===== src/rtl/hci_bank_arbiter_if.sv =====
// Requestor and bank-side bus for one TCDM bank arbiter.
// The slave view is the arbiter; the master view drives requests and the bank model.
interface hci_bank_arbiter_if #(
    parameter int unsigned N_IN = 3,
    parameter int unsigned AW   = 32,
    parameter int unsigned DW   = 32,
    parameter int unsigned BW   = 8,
    parameter int unsigned IW   = 8
) ();
    logic [N_IN-1:0]         in_req_i;
    logic [N_IN-1:0]         in_gnt_o;
    logic [N_IN*AW-1:0]      in_add_i;
    logic [N_IN-1:0]         in_wen_i;
    logic [N_IN*(DW/BW)-1:0] in_be_i;
    logic [N_IN*DW-1:0]      in_data_i;
    logic [N_IN*IW-1:0]      in_id_i;
    logic [N_IN-1:0]         in_r_valid_o;
    logic [DW-1:0]           in_r_data_o;
    logic [IW-1:0]           in_r_id_o;
    logic                    mem_req_o;
    logic                    mem_gnt_i;
    logic [AW-1:0]           mem_add_o;
    logic                    mem_wen_o;
    logic [DW/BW-1:0]        mem_be_o;
    logic [DW-1:0]           mem_data_o;
    logic [DW-1:0]           mem_r_data_i;

    modport slave (
        input  in_req_i, in_add_i, in_wen_i, in_be_i,
        input  in_data_i, in_id_i, mem_gnt_i, mem_r_data_i,
        output in_gnt_o, in_r_valid_o, in_r_data_o, in_r_id_o,
        output mem_req_o, mem_add_o, mem_wen_o, mem_be_o,
        output mem_data_o
    );

    modport master (
        output in_req_i, in_add_i, in_wen_i, in_be_i,
        output in_data_i, in_id_i, mem_gnt_i, mem_r_data_i,
        input  in_gnt_o, in_r_valid_o, in_r_data_o, in_r_id_o,
        input  mem_req_o, mem_add_o, mem_wen_o, mem_be_o,
        input  mem_data_o
    );
endinterface


===== src/rtl/hci_bank_arbiter.sv =====
// N-way per-bank arbiter with starvation escape or round-robin, and 1-cycle response routing.
// Optional statistics counters are built when HCI_BANK_ARB_STATS_EN is defined.
module hci_bank_arbiter #(
    parameter int unsigned N_IN  = 3,
    parameter int unsigned AW    = 32,
    parameter int unsigned DW    = 32,
    parameter int unsigned BW    = 8,
    parameter int unsigned IW    = 8,
    parameter int unsigned CNT_W = 8,
    parameter int unsigned RR_EN = 0
) (
    input  logic                 clk_i,
    input  logic                 rst_ni,
    input  logic                 clear_i,
    input  logic [CNT_W-1:0]     ctrl_max_stall_i,
    hci_bank_arbiter_if.slave    bus,
    output logic [N_IN*32-1:0]   stat_grant_o,
    output logic [31:0]          stat_conflict_o
);
    localparam int unsigned BEW   = DW / BW;
    localparam int unsigned IDX_W = $clog2(N_IN);
    localparam logic [CNT_W-1:0] CNT_MAX = '1;

    logic [CNT_W-1:0] stall_cnt [N_IN];
    logic [N_IN-1:0]  starved;
    logic [IDX_W-1:0] win;
    logic [IDX_W-1:0] rr_ptr;
    logic [IDX_W-1:0] w_q;
    logic [IW-1:0]    win_id;
    logic [IW-1:0]    id_q;
    logic             r_valid_q;
    logic             any_req;
    logic             hs;

    assign any_req       = |bus.in_req_i;
    assign hs            = any_req & bus.mem_gnt_i;
    assign bus.mem_req_o = any_req;

    // A requester is starved once it has waited at least the threshold
    always_comb begin
        starved = '0;
        for (int i = 0; i < N_IN; i++) begin
            starved[i] = bus.in_req_i[i]
                       && (ctrl_max_stall_i != '0)
                       && (stall_cnt[i] >= ctrl_max_stall_i);
        end
    end

    // Winner selection: rotating search or fixed priority with escape
    always_comb begin
        logic        found;
        int unsigned c;
        win   = '0;
        found = 1'b0;
        c     = 0;
        if (RR_EN != 0) begin
            for (int unsigned k = 0; k < N_IN; k++) begin
                c = (32'(rr_ptr) + k) % N_IN;
                if (!found && bus.in_req_i[IDX_W'(c)]) begin
                    win   = IDX_W'(c);
                    found = 1'b1;
                end
            end
        end else begin
            for (int i = N_IN - 1; i >= 0; i--) begin
                if (bus.in_req_i[i]) win = IDX_W'(i);
            end
            for (int i = N_IN - 1; i >= 0; i--) begin
                if (starved[i]) win = IDX_W'(i);
            end
        end
    end

    // Route the winner's payload to the bank and its grant back
    always_comb begin
        bus.in_gnt_o   = '0;
        bus.mem_add_o  = '0;
        bus.mem_wen_o  = 1'b0;
        bus.mem_be_o   = '0;
        bus.mem_data_o = '0;
        win_id         = '0;
        for (int i = 0; i < N_IN; i++) begin
            if (win == IDX_W'(i)) begin
                bus.mem_add_o  = bus.in_add_i[i*AW +: AW];
                bus.mem_wen_o  = bus.in_wen_i[i];
                bus.mem_be_o   = bus.in_be_i[i*BEW +: BEW];
                bus.mem_data_o = bus.in_data_i[i*DW +: DW];
                win_id         = bus.in_id_i[i*IW +: IW];
            end
        end
        bus.in_gnt_o[win] = hs;
    end

    // Per-channel wait counters, saturating, zeroed on grant or idle
    always_ff @(posedge clk_i or negedge rst_ni) begin
        if (!rst_ni) begin
            for (int i = 0; i < N_IN; i++) stall_cnt[i] <= '0;
        end else if (clear_i) begin
            for (int i = 0; i < N_IN; i++) stall_cnt[i] <= '0;
        end else begin
            for (int i = 0; i < N_IN; i++) begin
                if (bus.in_req_i[i] && !bus.in_gnt_o[i]) begin
                    if (stall_cnt[i] != CNT_MAX)
                        stall_cnt[i] <= stall_cnt[i] + 1'b1;
                end else begin
                    stall_cnt[i] <= '0;
                end
            end
        end
    end

    // Remember the winner for the response and advance the RR pointer
    always_ff @(posedge clk_i or negedge rst_ni) begin
        if (!rst_ni) begin
            r_valid_q <= 1'b0;
            w_q       <= '0;
            id_q      <= '0;
            rr_ptr    <= '0;
        end else if (clear_i) begin
            r_valid_q <= 1'b0;
            w_q       <= '0;
            id_q      <= '0;
            rr_ptr    <= '0;
        end else begin
            r_valid_q <= hs;
            if (hs) begin
                w_q    <= win;
                id_q   <= win_id;
                rr_ptr <= (win == IDX_W'(N_IN - 1)) ? '0 : win + 1'b1;
            end
        end
    end

    // Response valid goes to the channel that won the previous cycle
    always_comb begin
        bus.in_r_valid_o = '0;
        if (r_valid_q) bus.in_r_valid_o[w_q] = 1'b1;
    end

    assign bus.in_r_id_o   = id_q;
    assign bus.in_r_data_o = bus.mem_r_data_i;

`ifdef HCI_BANK_ARB_STATS_EN
    logic [31:0] grant_cnt [N_IN];
    logic [31:0] conflict_cnt;

    // Handshakes per channel and cycles with competing requesters
    always_ff @(posedge clk_i or negedge rst_ni) begin
        if (!rst_ni) begin
            for (int i = 0; i < N_IN; i++) grant_cnt[i] <= '0;
            conflict_cnt <= '0;
        end else if (clear_i) begin
            for (int i = 0; i < N_IN; i++) grant_cnt[i] <= '0;
            conflict_cnt <= '0;
        end else begin
            if (hs) grant_cnt[win] <= grant_cnt[win] + 32'd1;
            if ($countones(bus.in_req_i) >= 2)
                conflict_cnt <= conflict_cnt + 32'd1;
        end
    end

    // Flatten the per-channel counters onto the output bus
    always_comb begin
        for (int i = 0; i < N_IN; i++)
            stat_grant_o[i*32 +: 32] = grant_cnt[i];
    end

    assign stat_conflict_o = conflict_cnt;
`else
    assign stat_grant_o    = '0;
    assign stat_conflict_o = '0;
`endif
endmodule


===== src/flat_wrapper.sv =====
// flat-port wrapper written by rule: the top's interface ports become plain ports
module hci_bank_arbiter_flat 
#(
    parameter int unsigned N_IN  = 3,
    parameter int unsigned AW    = 32,
    parameter int unsigned DW    = 32,
    parameter int unsigned BW    = 8,
    parameter int unsigned IW    = 8,
    parameter int unsigned CNT_W = 8,
    parameter int unsigned RR_EN = 0
)
  (clk_i, rst_ni, clear_i, ctrl_max_stall_i, stat_grant_o, stat_conflict_o, bus_in_req_i, bus_in_add_i, bus_in_wen_i, bus_in_be_i, bus_in_data_i, bus_in_id_i, bus_mem_gnt_i, bus_mem_r_data_i, bus_in_gnt_o, bus_in_r_valid_o, bus_in_r_data_o, bus_in_r_id_o, bus_mem_req_o, bus_mem_add_o, bus_mem_wen_o, bus_mem_be_o, bus_mem_data_o);
  hci_bank_arbiter_if #(.N_IN(N_IN), .AW(AW), .DW(DW), .BW(BW), .IW(IW)) bus_i ();
  input  logic clk_i;
  input  logic rst_ni;
  input  logic clear_i;
  input  logic [CNT_W-1:0] ctrl_max_stall_i;
  output logic [N_IN*32-1:0] stat_grant_o;
  output logic [31:0] stat_conflict_o;
  input wire logic [$bits(bus_i.in_req_i)-1:0] bus_in_req_i;
  input wire logic [$bits(bus_i.in_add_i)-1:0] bus_in_add_i;
  input wire logic [$bits(bus_i.in_wen_i)-1:0] bus_in_wen_i;
  input wire logic [$bits(bus_i.in_be_i)-1:0] bus_in_be_i;
  input wire logic [$bits(bus_i.in_data_i)-1:0] bus_in_data_i;
  input wire logic [$bits(bus_i.in_id_i)-1:0] bus_in_id_i;
  input wire logic [$bits(bus_i.mem_gnt_i)-1:0] bus_mem_gnt_i;
  input wire logic [$bits(bus_i.mem_r_data_i)-1:0] bus_mem_r_data_i;
  output wire logic [$bits(bus_i.in_gnt_o)-1:0] bus_in_gnt_o;
  output wire logic [$bits(bus_i.in_r_valid_o)-1:0] bus_in_r_valid_o;
  output wire logic [$bits(bus_i.in_r_data_o)-1:0] bus_in_r_data_o;
  output wire logic [$bits(bus_i.in_r_id_o)-1:0] bus_in_r_id_o;
  output wire logic [$bits(bus_i.mem_req_o)-1:0] bus_mem_req_o;
  output wire logic [$bits(bus_i.mem_add_o)-1:0] bus_mem_add_o;
  output wire logic [$bits(bus_i.mem_wen_o)-1:0] bus_mem_wen_o;
  output wire logic [$bits(bus_i.mem_be_o)-1:0] bus_mem_be_o;
  output wire logic [$bits(bus_i.mem_data_o)-1:0] bus_mem_data_o;
  assign bus_i.in_req_i = bus_in_req_i;
  assign bus_i.in_add_i = bus_in_add_i;
  assign bus_i.in_wen_i = bus_in_wen_i;
  assign bus_i.in_be_i = bus_in_be_i;
  assign bus_i.in_data_i = bus_in_data_i;
  assign bus_i.in_id_i = bus_in_id_i;
  assign bus_i.mem_gnt_i = bus_mem_gnt_i;
  assign bus_i.mem_r_data_i = bus_mem_r_data_i;
  assign bus_in_gnt_o = bus_i.in_gnt_o;
  assign bus_in_r_valid_o = bus_i.in_r_valid_o;
  assign bus_in_r_data_o = bus_i.in_r_data_o;
  assign bus_in_r_id_o = bus_i.in_r_id_o;
  assign bus_mem_req_o = bus_i.mem_req_o;
  assign bus_mem_add_o = bus_i.mem_add_o;
  assign bus_mem_wen_o = bus_i.mem_wen_o;
  assign bus_mem_be_o = bus_i.mem_be_o;
  assign bus_mem_data_o = bus_i.mem_data_o;
  hci_bank_arbiter #(.N_IN(N_IN), .AW(AW), .DW(DW), .BW(BW), .IW(IW), .CNT_W(CNT_W), .RR_EN(RR_EN)) u_core (.clk_i(clk_i), .rst_ni(rst_ni), .clear_i(clear_i), .ctrl_max_stall_i(ctrl_max_stall_i), .bus(bus_i), .stat_grant_o(stat_grant_o), .stat_conflict_o(stat_conflict_o));
endmodule

===== config.mk =====
export PLATFORM = sky130hd
export DESIGN_NAME = hci_bank_arbiter_flat
export DESIGN_NICKNAME = d
export VERILOG_FILES = /design/src/rtl/hci_bank_arbiter_if.sv /design/src/rtl/hci_bank_arbiter.sv /design/src/flat_wrapper.sv
export SDC_FILE = /design/constraint.sdc
export NUM_CORES = 1
export LEC_CHECK = 0
export BUFFER_PORTS_ARGS = -buffer_cell sky130_fd_sc_hd__buf_2
export CAP_MARGIN = 5
export CORE_AREA = 2 2 200 202
export CTS_CLUSTER_SIZE = 10
export DETAILED_ROUTE_END_ITERATION = 7
export DIE_AREA = 0 0 202 204
export HOLD_SLACK_MARGIN = 0.12
export PLACE_DENSITY = 0.39
export SKIP_CTS_REPAIR_TIMING = 1
export SLEW_MARGIN = 15
export SYNTH_ARGS = -nofsm -noshare
export SYNTH_HDL_FRONTEND = slang
export SYNTH_SLANG_ARGS = --single-unit

===== constraint.sdc =====
create_clock -name clk_i -period 4 [get_ports clk_i]
set_input_delay 0.2 -clock clk_i [delete_from_list [all_inputs] [get_ports clk_i]]
set_output_delay 0.2 -clock clk_i [all_outputs]
set_load 0.05 [all_outputs]

==> results by group <==
Clocking
  – CTS tree: built
  – Num CTS Buffers: 5
  – CTS clk-pin slew, worst paths: 0.06 ns
  – CTS root buffer: clkbuf_16
  – Clock Latency Late Sink: 0.28 ns
  – Clock sinks: 35
  – Clock buffer depth: 2
  – H-tree Lvls: 2

Critical path
  – R2r setup slk: slightly above 0.8 ns
  – CP Capture Type: primary output
  – Reg2reg path depth: 10
  – CP Max Fanout: 17
  – CP required: 3.80 ns
  – Worst reg2reg path endpoint: u_core.bus.in_r_id_o[1]
  – Crit-path cells: inv_1, ha_1, nand2b_1, a2111o_1, a31oi_1, or2_2, o21a_4, buf_4, o22ai_1, nor2_1, buf_2
  – CP Launch Type: flop
  – Reg2reg start: u_core.stall_cnt[16]
  – WS Path Type: flop to primary output
  – CP arrival: roughly 3.5 ns
  – Crit-path slowest cell: dfrtp_1
  – Crit-path max cell delay: 0.42 ns

Timing
  – Worst hold slack: 0.213 ns
  – Crit share post-route: a little over 90%
  – Fin. max-slew vios: 0
  – Endpoints failing setup: 0
  – Final worst setup slack: about 0.28 ns
  – Clock Skews: 0.00767 ns
  – Fmax: 0.269 GHz
  – RSZ-0062 raised after global routing: no
  – Minimum clock period: 3.72 ns
  – Worst slew pin tran: 0.984 ns
  – Slew HR: roughly 34%
  – Hold Vio Cnt, Final: 0

GRT
  – Number of global-route vias before repair: 4755
  – Largest net degree at the start of global routing: 41
  – Gr ovfl total: 0
  – First-pass GRT wire length: 33500 um
  – Initial antenna violation count: 1
  – Tot GR Track Use: 11.1%

Yosys
  – Top_reg_cell synth: dfrtp_1
  – Count of state elements after synthesis: 35
  – Post-synthesis sequential area ratio: 18.3%
  – Library cells used by synthesis: 51
  – Post-synth EDFFs: 0
  – Post-synth ARST share: 100%
  – Synth Warn #: 0
  – Gate count of the mapped netlist: between 600 and 700
  – Mapped cell area: around 4800 um2
  – Syn avg cell area: 7.24 um2

Route
  – Vias per cell: 3.64
  – DRC viols: 0
  – Drt pass-1 iters: 5
  – Drt total wl: 26000 um
  – Number of DRC markers in iteration 0: 411
  – DRT antenna net count: 0
  – Vias post-DR: 5364
  – Avg WL per Cell: roughly 18 um

Finish
  – Commonest cells after routing, fill and taps aside: buf_2 (329), nor2_1 (170), conb_1 (128)
  – Layout cells sized above 1: 37.8%
  – Area Overhead vs Synth: 35.8%
  – Final Net Count: roughly 1300
  – Fin cells: 1472
  – Most common cell after layout, fill and taps aside: buf_2

Floorplan
  – Starting density of the core: 12.2%
  – Die Y: 204 um
  – Core area: 39200 um2
  – I/O pins: 522
  – Rows: between 70 and 80
  – Die Area: 41200 um2
  – Die Wd: between 200 and 250 um

Worst hold path
  – Hold Crit Class: input pin to flop
  – Hold Crit Start: bus_in_id_i[3]
  – Hold endpoint: u_core.bus.in_r_id_o[3]
  – Cell count of the worst hold path: 3

Power and ir drop
  – Sequential Power Share: 19.9%
  – Clock power frac: 24.9%
  – NetSw: 0.973 mW
  – Power Density: between 200 and 300 nW/um2
  – P_int: about 0.9 mW
  – Switching part of the total: 52.0%
  – Comb pwr share: 55.2%
  – Leakage Power: between 3 and 4 nW
  – Worst vdd ir: 0.161 mV
  – Power consumption: around 1.9 mW

Place
  – IO Port Bufs: ~330
  – Dpl ws: 0.258 ns
  – Hpwl dp: 21700 um
  – GPL Wtd Cong: 0.853
  – Placed cell count: 1461

Run status
  – Status: complete, no violations

Job
  – Max-cap violations: 0
worst max-delay path: cells and delay by family, from the launching register on:
kind	cells	cell delay [ns]
adders and majority gates	1	0.27
and+or+nand+nor	3	0.72
AOI/OAI and AO/OA	4	1.11
DFF	1	0.42
buffers and inverters	3	0.70
layout make-up:
cell class | instances | area [um2]
Tap cell | 525 | 657
Timing Repair Buffer | 339 | 1760
Clock inverter | 2 | 35.0
Sequential cell | 35 | 876
Multi-Input combinational cell | 550 | 2960
Antenna cell | 1 | 2.50
Clock buffer | 6 | 139
Fill cell | 4523 | 32700
Inverter | 14 | 52.6
synth_stat cells, types with 2 or more instances:
cell       count  area [um2]
a31oi_1        6        37.5
nor2_1       171         642
nand3_1       14        70.1
nand4_1        2        12.5
and3_1         8        50.1
clkbuf_1       5        18.8
nor2b_1        2        12.5
a21oi_1       13        65.1
nand2b_1       3        18.8
o221ai_1       8        70.1
o211ai_2       2        25.0
dfrtp_1       35         876
inv_1         14        52.6
o22ai_1       69         432
ha_1          27         338
buf_6          7        78.8
o21a_1         5        37.5
mux2i_1        4        40.0
buf_2         11        55.1
and4_1         3        26.3
o2bb2ai_1      8        70.1
buf_4        163        1220
nor4_1         2        12.5
buf_1          2        7.51
nand2_1       20        75.1
xnor2_1        3        26.3
xor2_1         3        26.3
nor3b_1        2        15.0
o21ai_1        8        40.0
and3b_1        2        17.5
a211oi_1       5        37.5
o21ai_0       13        65.1
sequential cells by signal (all words and copies together), names as in the netlist:
name / count
u_core.r_valid_q: 1
u_core.w_q: 2
u_core.stall_cnt: 24
u_core.bus.in_r_id_o: 8
worst max path at each step:
stage | depth (start not counted) | start | slack [ns] | end
global placement | 10 | u_core.stall_cnt[16] | 0.27 | bus_mem_data_o[27]
floorplan | 10 | u_core.stall_cnt[0] | 1.07 | bus_in_gnt_o[1]
global route | 11 | u_core.stall_cnt[16] | 0.02 | bus_mem_add_o[9]
detailed placement | 10 | u_core.stall_cnt[16] | 0.26 | bus_mem_data_o[27]
CTS | 10 | u_core.stall_cnt[16] | -0.08 | bus_mem_data_o[27]
finish | 11 | u_core.stall_cnt[16] | 0.28 | bus_mem_data_o[9]
power by group through the flow:
stage	combinational [mW]	clock [mW]	sequential (mW)
2_1_floorplan	0.879	0	0.400
3_3_place_gp	1.04	0	0.378
3_5_place_dp	1.03	0	0.379
4_1_cts	1.04	0.482	0.372
5_1_grt	1.09	0.498	0.374
6_report	1.03	0.466	0.372
metrics by stage:
stage,area [um2],util (%),setup TNS (ns)
after floorplan,5250,-,0
after global placement,6280,16.0,0
after detailed placement,6280,16.0,0
after CTS,6460,16.5,-0.0789
after global routing,6480,16.5,0
final,6480,16.5,0
layer usage:
metal / global-route usage [%] / vias up / share of wire (%) / routed length [um]
met5: 0 / - / 0 / 0
met4: 2.99 / 0 / 2.5 / 651
met3: 2.68 / 23 / 8.2 / 2120
met2: 17.8 / 281 / 45 / 11700
met1: 14.8 / 2469 / 44 / 11500
li1: - / 2591 / - / -
cells by family after synthesis:
logic type | after synthesis | synth area share [%]
and+or+nand+nor | 237 | 21.5
buffers and inverters | 202 | 30.1
AOI/OAI and AO/OA | 147 | 21.0
DFF | 35 | 18.3
adders and majority gates | 27 | 7.08
xor gates and xnor gates | 6 | 1.10
muxes | 4 | 0.839
other | 1 | 0.0786
No activity file was read; power rests on OpenSTA's default activity.
